$ cat config.mk
export PLATFORM = sky130hd
export DESIGN_NAME = cmd_apb_bridge
export DESIGN_NICKNAME = d
export VERILOG_FILES = /design/src/rtl/cmd_apb_bridge.sv
export SDC_FILE = /design/constraint.sdc
export NUM_CORES = 1
export LEC_CHECK = 0
export BUFFER_PORTS_ARGS = -buffer_cell sky130_fd_sc_hd__buf_2
export CAP_MARGIN = 20
export CELL_PAD_IN_SITES_DETAIL_PLACEMENT = 0
export CELL_PAD_IN_SITES_GLOBAL_PLACEMENT = 1
export CORE_ASPECT_RATIO = 0.5
export CORE_MARGIN = 5
export CORE_UTILIZATION = 38
export CTS_CLUSTER_DIAMETER = 200
export DETAILED_ROUTE_END_ITERATION = 10
export PLACE_DENSITY_LB_ADDON = 0.1
export SLEW_MARGIN = 20
export SYNTH_ARGS = -nofsm -noshare
export SYNTH_HDL_FRONTEND = slang
export SYNTH_SLANG_ARGS = --single-unit
$ cat constraint.sdc
create_clock -name pclk -period 2.5 [get_ports pclk]
set_input_delay 0.375 -clock pclk [delete_from_list [all_inputs] [get_ports pclk]]
set_output_delay 0.375 -clock pclk [all_outputs]
set_load 0.02 [all_outputs]
$ cat src/rtl/cmd_apb_bridge.sv
// Command-to-APB4 bridge: one APB transfer per GET/SET, QUERY returns the transfer count.
// Define CMD_APB_TIMEOUT_EN to abort ACCESS after TIMEOUT_CYCLES cycles without pready_i.
module cmd_apb_bridge #(
    parameter int ADDR_WIDTH     = 4,
    parameter int DATA_WIDTH     = 16,
    parameter int STRB_WIDTH     = DATA_WIDTH / 8,
    parameter int TIMEOUT_CYCLES = 255
) (
    input  logic                  pclk,
    input  logic                  presetn,
    input  logic                  cmd_vld_i,
    output logic                  cmd_rdy_o,
    input  logic [1:0]            cmd_cmd_i,
    input  logic [3:0]            cmd_tag_i,
    input  logic [ADDR_WIDTH-1:0] cmd_adr_i,
    input  logic [DATA_WIDTH-1:0] cmd_val_i,
    output logic                  rsp_vld_o,
    input  logic                  rsp_rdy_i,
    output logic [3:0]            rsp_tag_o,
    output logic [DATA_WIDTH-1:0] rsp_val_o,
    output logic [1:0]            rsp_err_o,
    output logic                  psel_o,
    output logic                  penable_o,
    output logic                  pwrite_o,
    output logic [STRB_WIDTH-1:0] pstrb_o,
    output logic [ADDR_WIDTH-1:0] paddr_o,
    output logic [DATA_WIDTH-1:0] pwdata_o,
    input  logic                  pready_i,
    input  logic                  pslverr_i,
    input  logic [DATA_WIDTH-1:0] prdata_i
);
    // state  | meaning
    // IDLE   | cmd_rdy_o high, waiting for a command
    // SETUP  | APB setup phase (psel, no penable)
    // ACCESS | APB access phase, waiting for pready_i
    // RESP   | response valid, waiting for rsp_rdy_i
    typedef enum logic [3:0] {
        S_IDLE   = 4'b0001,
        S_SETUP  = 4'b0010,
        S_ACCESS = 4'b0100,
        S_RESP   = 4'b1000
    } state_t;

    localparam logic [1:0] CMD_GET   = 2'b00;
    localparam logic [1:0] CMD_SET   = 2'b01;
    localparam logic [1:0] CMD_QUERY = 2'b10;

    state_t                r_state;
    state_t                w_next;
    logic                  r_cmd_rdy;
    logic [1:0]            r_cmd;
    logic [3:0]            r_tag;
    logic [ADDR_WIDTH-1:0] r_adr;
    logic [DATA_WIDTH-1:0] r_wdata;
    logic [DATA_WIDTH-1:0] r_rsp_val;
    logic [1:0]            r_rsp_err;
    logic [15:0]           r_xfer_cnt;
    logic                  w_accept;
    logic                  w_done;
    logic                  w_timeout;
    logic                  w_apb_phase;

    // cmd_rdy_o is registered so it stays low through reset and the release cycle
    assign w_accept    = r_cmd_rdy & cmd_vld_i;
    assign w_done      = (r_state == S_ACCESS) & pready_i;
    assign w_apb_phase = (r_state == S_SETUP) | (r_state == S_ACCESS);

`ifdef CMD_APB_TIMEOUT_EN
    logic [15:0] r_to_cnt;

    // pready_i in the final cycle takes priority over the abort
    assign w_timeout = (r_state == S_ACCESS) & ~pready_i
                     & (r_to_cnt == 16'(TIMEOUT_CYCLES - 1));

    always_ff @(posedge pclk or negedge presetn) begin
        if (!presetn) begin
            r_to_cnt <= '0;
        end else if (r_state == S_SETUP) begin
            r_to_cnt <= '0;
        end else if ((r_state == S_ACCESS) && !pready_i) begin
            r_to_cnt <= r_to_cnt + 16'd1;
        end
    end
`else
    logic w_unused_to;

    assign w_timeout   = 1'b0;
    assign w_unused_to = (TIMEOUT_CYCLES == 0);
`endif

    always_ff @(posedge pclk or negedge presetn) begin
        if (!presetn) begin
            r_state <= S_IDLE;
        end else begin
            r_state <= w_next;
        end
    end

    always_comb begin
        w_next = r_state;
        unique case (r_state)
            S_IDLE:   if (w_accept) w_next = cmd_cmd_i[1] ? S_RESP : S_SETUP;
            S_SETUP:  w_next = S_ACCESS;
            S_ACCESS: if (w_done || w_timeout) w_next = S_RESP;
            S_RESP:   if (rsp_rdy_i) w_next = S_IDLE;
            default:  w_next = S_IDLE;
        endcase
    end

    always_ff @(posedge pclk or negedge presetn) begin
        if (!presetn) begin
            r_cmd_rdy  <= 1'b0;
            r_cmd      <= '0;
            r_tag      <= '0;
            r_adr      <= '0;
            r_wdata    <= '0;
            r_rsp_val  <= '0;
            r_rsp_err  <= '0;
            r_xfer_cnt <= '0;
        end else begin
            r_cmd_rdy <= (w_next == S_IDLE);
            if (w_accept) begin
                r_cmd   <= cmd_cmd_i;
                r_tag   <= cmd_tag_i;
                r_adr   <= cmd_adr_i;
                r_wdata <= cmd_val_i;
                if (cmd_cmd_i == CMD_QUERY) begin
                    r_rsp_val <= DATA_WIDTH'(r_xfer_cnt);
                    r_rsp_err <= 2'b00;
                end else if (cmd_cmd_i[1]) begin
                    r_rsp_val <= '0;
                    r_rsp_err <= 2'b11;
                end
            end
            if (w_done) begin
                r_rsp_val  <= (r_cmd == CMD_GET) ? prdata_i : '0;
                r_rsp_err  <= {1'b0, pslverr_i};
                r_xfer_cnt <= r_xfer_cnt + 16'd1;
            end else if (w_timeout) begin
                r_rsp_val <= '0;
                r_rsp_err <= 2'b10;
            end
        end
    end

    assign cmd_rdy_o = r_cmd_rdy;
    assign psel_o    = w_apb_phase;
    assign penable_o = (r_state == S_ACCESS);
    assign pwrite_o  = w_apb_phase & (r_cmd == CMD_SET);
    assign pstrb_o   = {STRB_WIDTH{pwrite_o}};
    assign paddr_o   = r_adr;
    assign pwdata_o  = r_wdata;
    assign rsp_vld_o = (r_state == S_RESP);
    assign rsp_tag_o = r_tag;
    assign rsp_val_o = r_rsp_val;
    assign rsp_err_o = r_rsp_err;
endmodule
==> results of run 1 <==
## final cells by class
type	instances	area, um^2	share of cell area, %
clock buffers	10	229.0	6.120
clock inverters	6	82.58	2.207
inverters	5	18.77	0.5017
multi-input cells	168	1117	29.87
flip-flops and latches	65	1628	43.51
well taps	96	120.1	3.211
repair buffers	103	545.5	14.58
## state kept, by name (all words and copies together) (netlist names)
register    flops
cmd_rdy_o       1
paddr_o         4
pwdata_o       16
r_cmd           2
r_state         4
r_xfer_cnt     16
rsp_err_o       2
rsp_tag_o       4
rsp_val_o      16
## worst max-delay path by stage
stage / slack, ns / start / cells past startpoint / endpoint
floorplan: 0.43 / r_state[1] / 5 / pstrb_o[0]
global placement: 0.49 / r_state[3] / 4 / r_xfer_cnt[15]
detailed placement: 0.47 / r_state[3] / 4 / r_xfer_cnt[15]
CTS: 0.36 / r_state[3] / 3 / penable_o
global route: 0.30 / r_state[3] / 3 / penable_o
finish: 0.37 / r_state[3] / 3 / penable_o
## power groups by stage
stage,combinational [uW],clock (uW),sequential (uW)
floorplan,427,0,1690
global placement,1020,0,1450
detailed placement,1030,0,1460
CTS,1030,1340,1440
global route,1100,1390,1480
finish,1010,1300,1440
## layer usage
metal  track usage (%)  up-vias  part of all wire [%]
li1                  -     1088                     -
met1             19.49     1030                    47
met2             23.55       59                    44
met3             7.504       10                   7.3
met4             5.184        0                   1.5
met5                 0        -                     0
## through the flow
stage | util (%) | power, uW
CTS | 51.09 | 3810
global route | 51.09 | 3973
finish | 51.09 | 3748
floorplan | - | 2112
global placement | 46.84 | 2463
detailed placement | 46.84 | 2492
## worst reg2reg max path, delay by kind of cell, from the launching register on
| family | cells | cell delay (ns) |
|---|---|---|
| and+or+nand+nor | 3 | 1.35 |
| DFF | 1 | 0.46 |
| xor gates and xnor gates | 1 | 0.16 |
## cell families (layout without fill, tap and decap cells)
group,after synthesis,count (layout),synth area share [%]
flops,65,65,56.96
buf+inv,22,124,3.940
mux,26,26,10.25
fa+ha+maj,1,1,0.4378
simple gates,85,85,15.67
compound gates,40,40,7.837
xor+xnor,16,16,4.904
## Yosys cell counts (3+ instances only)
master / instances
dfrtp_1: 64
nand2_1: 31
mux2_2: 26
nand3_1: 24
a21oi_1: 21
a31oi_1: 17
clkbuf_1: 12
xnor2_1: 10
nor2_1: 8
xor2_1: 6
inv_1: 5
nor3_1: 5
buf_6: 3
## cells in the final DEF, fill, tap and decap left out, types with 3 or more instances in the layout
cell,count
clkbuf_16,9
xnor2_1,10
inv_1,5
buf_4,6
nor3_1,5
nor2_1,8
a31oi_1,17
buf_2,96
clkinv_2,3
nand2_1,31
a21oi_1,21
nand3_1,24
xor2_1,6
dfrtp_1,64
mux2_2,26
==> out/metrics.csv, run 1 <==
stage,metric,value,unit
route,vias per inst,4.828,
critical_path,biggest cell delay along the critical path,0.60,ns
logic_synthesis,"EDFF count, synth",0,
critical_path,CP Launch Type,register,
route,WL final,6.799,mm
cts,CTS tree,built,
cts,clock sink total,65,
power,Power Dens Cells,1002,nW/um^2
cts,clk_lat worst skew,0.33,ns
route,DRC,0,
finish,design area,3741,um^2
critical_path,CP Cell Sequence,or4b_4 -> inv_1 -> buf_2,
critical_path,Critical Path RT,2.12,ns
finish,Antenna diodes,0,
power,Lkg Pwr,0.001842,uW
placement,DP Wirelength,5.089,mm
critical_path,CP max stage cell,or4b_4,
logic_synthesis,library cells used by synthesis,31,
floorplan,Total Die Area,9460,um^2
worst_hold_path,hold crit path type,in2async,
floorplan,core region area,7322,um^2
placement,port bufs,96,
logic_synthesis,Yosys reg bits,65,
floorplan,die height,71.32,um
logic_synthesis,share of synthesized area occupied by flip-flops and latches,56.96,%
finish,Area Growth Syn to Fin,30.91,%
critical_path,crit-path leading delay family,simple AND/OR/NAND/NOR gates,
sta,TNS Setup,0,ns
cts,hold_buf cts,0,
critical_path,Setup CP Type,reg2out,
finish,layout filler cell count,679,
finish,Layout Cells excl Fill,453,
grt,antenna violations before repair,0,
placement,Placed Cells incl. Taps,437,
logic_synthesis,syn nets,304,
floorplan,Rows,22,
sta,relative slew slack,55.46,%
sta,final hold viol count,0,
grt,GRT Util Overall,15.47,%
critical_path,CP Capture Type,primary output,
logic_synthesis,ranking of synthesized cells by area,"dfrtp_1 (56%), mux2_2 (10%), nand3_1 (4.2%), nand2_1 (4.1%), a31oi_1 (3.7%)",
logic_synthesis,share of the synthesized area in the top cell type,56.04,%
critical_path,Critical R2R Capture,r_xfer_cnt[15],
route,Via Count,2187,
route,Detail Route Antenna Nets,0,
cts,Clock Root Buffer,clkbuf_16,
floorplan,I/O pin cnt,97,
finish,layout net count,401,
sta,final worst setup slack,0.3662,ns
power,VDD IR max,426.9,uV
route,routed len/inst,15.01,um
grt,largest net degree at the start of global routing,46,
sta,unrepaired setup endpoints after global routing,false,
sta,hold_ws,0.01652,ns
cts,Post-CTS Setup Bufs,0,
outcome,run status,finished clean,
placement,RePlAce Congestion,0.7617,
sta,setup violators final,0,
floorplan,starting density of the core,39.03,%
critical_path,WP data arrival,1.76,ns
grt,first-pass GRT wire length,11.44,mm
cts,"Clk pin slew, worst setup/hold paths",0.05,ns
logic_synthesis,cell count after synthesis,255,
placement,pre-CTS setup slack,0.4684,ns
power,sequential share of power,38.5,%
placement,DP Area,3430,um^2
sta,Worst Tran Pin Value,0.6656,ns
power,Switch Pwr,1173,uW
sta,Worst Skew,0.003150,ns
finish,share of cells above drive strength 1,42.30,%
cts,post-cts resize count,0,
logic_synthesis,Syn Std Cell Area,2858,um^2
cts,# H-tree levels,3,
route,Initial DRC Count,70,
sta,crit path time final,2.134,ns
power,Switching Fraction,31.28,%
critical_path,Buf/Inv on CP,2,
sta,Max Fclk,468.7,MHz
cts,clock buffer count from CTS,9,
power,Internal,2576,uW
power,Gate power share,27.0,%
logic_synthesis,ys async rst share,100.0,%
critical_path,worst reg-to-reg path cell count,4,
critical_path,worst r2r src,r_state[3],
critical_path,critical path peak fanout,9,
run,max-cap viol count,0,
cts,CTS Buffer Depth,2,
sta,crit share post-route,85.35,%
sta,"Slew Viols, Final",0,
floorplan,chip width,132.6,um
grt,GR Overflow Total,0,
grt,vias in the first global route,2229,
route,TritonRoute pass-1 iters,4,
power,Clk pwr share,34.6,%
logic_synthesis,Syn Area/Cell,11.21,um^2
logic_synthesis,Ys Warns,0,
logic_synthesis,cell taking the most area after synthesis,dfrtp_1,
critical_path,FF-to-FF setup slack,0.45,ns
logic_synthesis,Most used DFF post-synth,dfrtp_1,
Power figures use the tool's default switching activity.
==> run 2, diff against run 1 <==
--- a/config.mk
+++ b/config.mk
@@ -15,6 +15,7 @@
 export CTS_CLUSTER_DIAMETER = 200
 export DETAILED_ROUTE_END_ITERATION = 10
 export PLACE_DENSITY_LB_ADDON = 0.1
+export REMOVE_ABC_BUFFERS = 1
 export SLEW_MARGIN = 20
 export SYNTH_ARGS = -nofsm -noshare
 export SYNTH_HDL_FRONTEND = slang
==> run 2 against run 1 <==
Net effect: total power decreased by 4.7%; final area decreased by 1.3%; clock-buffer cell count increased by 1; sequential share of layout area increased by 0.58 points; combinational power about the same; first-iteration DRC count increased by 13%; worst setup slack improved by 0.032 ns; largest power group unchanged; global-route usage decreased by 0.44 points; register-to-register slack got worse by 0.02 ns; non-clock buffer count unchanged.
==> out/metrics.csv, run 2 (synthesized netlist as in run 1, its figures left out) <==
stage,metric,value,unit,change
critical_path,Critical Path RT,2.12,ns,about the same
sta,Worst Tran Pin Value,0.7106,ns,was 0.6656 ns
placement,RePlAce Congestion,0.7802,,was 0.7617
critical_path,CP Launch Type,register,,unchanged
placement,DP Wirelength,4.936,mm,was 5.089 mm
finish,Area Growth Syn to Fin,29.20,%,was 30.91%
grt,first-pass GRT wire length,11.26,mm,was 11.44 mm
route,Detail Route Antenna Nets,0,,unchanged
run,max-cap viol count,0,,unchanged
route,Via Count,2241,,was 2187
floorplan,I/O pin cnt,97,,unchanged
cts,post-cts resize count,0,,unchanged
grt,antenna violations before repair,0,,unchanged
floorplan,Total Die Area,9460,um^2,unchanged
finish,layout net count,401,,unchanged
floorplan,starting density of the core,39.03,%,unchanged
worst_hold_path,hold crit path type,in2async,,unchanged
critical_path,CP Capture Type,primary output,,unchanged
floorplan,Rows,22,,unchanged
finish,"most common cell after layout, fill and taps aside",buf_2,,unchanged
sta,Worst Skew,0.006198,ns,was 0.003150 ns
sta,setup violators final,0,,unchanged
grt,GRT Util Overall,15.03,%,was 15.47%
critical_path,FF-to-FF setup slack,0.43,ns,was 0.45 ns
floorplan,core region area,7322,um^2,unchanged
power,Power Dens Cells,967.8,nW/um^2,was 1002 nW/um^2
sta,relative slew slack,52.63,%,was 55.46%
grt,largest net degree at the start of global routing,42,,was 46
cts,CTS tree,built,,unchanged
outcome,run status,finished clean,,unchanged
cts,"Clk pin slew, worst setup/hold paths",0.05,ns,about the same
cts,clock sink total,65,,unchanged
sta,final hold viol count,0,,unchanged
cts,# H-tree levels,3,,unchanged
cts,CTS Buffer Depth,2,,unchanged
route,TritonRoute pass-1 iters,5,,was 4
floorplan,die height,71.32,um,unchanged
power,Lkg Pwr,0.001825,uW,was 0.001842 uW
floorplan,chip width,132.6,um,unchanged
route,routed len/inst,14.96,um,was 15.01 um
placement,Placed Cells incl. Taps,437,,unchanged
cts,Clock Root Buffer,clkbuf_16,,unchanged
finish,share of cells above drive strength 1,42.13,%,was 42.30%
critical_path,Critical R2R Capture,r_xfer_cnt[15],,unchanged
finish,most frequent cells in the layout,"buf_2 (96), dfrtp_1 (64), nand2_1 (31), mux2_2 (26), nand3_1 (24)",,unchanged
finish,Antenna diodes,0,,unchanged
sta,"Slew Viols, Final",0,,unchanged
finish,layout filler cell count,668,,was 679
grt,vias in the first global route,2214,,was 2229
critical_path,Setup CP Type,reg2out,,unchanged
power,VDD IR max,383.7,uV,was 426.9 uV
finish,Layout Cells excl Fill,452,,was 453
sta,crit share post-route,84.06,%,was 85.35%
critical_path,crit path launch,r_state[3],,unchanged
critical_path,crit path to,penable_o,,unchanged
route,WL final,6.764,mm,was 6.799 mm
critical_path,worst reg-to-reg path cell count,4,,unchanged
cts,clock buffer count from CTS,9,,unchanged
critical_path,worst r2r src,r_state[3],,unchanged
route,DRC,0,,unchanged
grt,GR Overflow Total,0,,unchanged
cts,Post-CTS Setup Bufs,0,,unchanged
sta,Max Fclk,475.9,MHz,was 468.7 MHz
cts,hold_buf cts,0,,unchanged
critical_path,critical path peak fanout,9,,unchanged
sta,unrepaired setup endpoints after global routing,false,,unchanged
placement,port bufs,96,,unchanged
route,vias per inst,4.958,,was 4.828
sta,TNS Setup,0,ns,unchanged
sta,crit path time final,2.101,ns,was 2.134 ns
critical_path,WP data arrival,1.73,ns,was 1.76 ns
cts,clk_lat worst skew,0.33,ns,about the same
route,Initial DRC Count,79,,was 70
-- run 2: cell count changes in the layout (fill, tap and decap cells not counted), sizes merged --
cell      change
bufinv        -2
clkbuf        +1
clkinv        +1
clkinvlp      -1
-- run 2: critical path: stages, from the launching register on --
cell     delay (ns)
dfrtp_1        0.46
or4b_4         0.60
inv_1          0.15
buf_2          0.19
-- run 2: metrics by stage --
stage | area (um^2) | setup WS (ns) | util [%] | hold WS (ns) | total power [uW]
4_1_cts | 3692 | 0.3790 | 50.43 | 0.04023 | 3632
6_report | 3692 | 0.3986 | 50.43 | 0.04054 | 3573
5_1_grt | 3692 | 0.2881 | 50.43 | 0.08012 | 3772
2_1_floorplan | 2764 | 0.2624 | - | 0.07941 | 2078
3_3_place_gp | 3430 | 0.4924 | 46.84 | 0.3923 | 2475
3_5_place_dp | 3430 | 0.4351 | 46.84 | 0.3926 | 2503
-- run 2: worst min path at each step --
stage / to / cells after the start / startpoint / slack (ns)
floorplan: cmd_rdy_o / 0 / presetn / 0.08
global placement: pwdata_o[4] / 1 / presetn / 0.39
detailed placement: pwdata_o[4] / 1 / presetn / 0.39
CTS: pwdata_o[0] / 1 / presetn / 0.04
global route: pwdata_o[7] / 1 / presetn / 0.08
finish: pwdata_o[7] / 1 / presetn / 0.04
-- run 2: area by class of cell --
type	count	area (um^2)	area share [%]
Multi-Input combinational cell	168	1117	30.26
Clock inverter	4	20.02	0.5422
Inverter	5	18.77	0.5083
Sequential cell	65	1628	44.09
Clock buffer	11	242.7	6.574
Timing Repair Buffer	103	545.5	14.77
Tap cell	96	120.1	3.253
-- run 2: per-layer routing --
layer,share of wire [%],up-vias,GRT usage (%)
met1,48,1074,20.10
met2,43,77,22.19
li1,-,1088,-
met4,0.19,0,2.765
met5,0,-,0
met3,8.9,2,7.714
-- run 2: power breakdown --
part	total (uW)	switching (uW)	internal [uW]
Sequential	1440	149	1300
Combinational	1020	608	414
Clock	1110	422	684
Total	3570	1180	2390
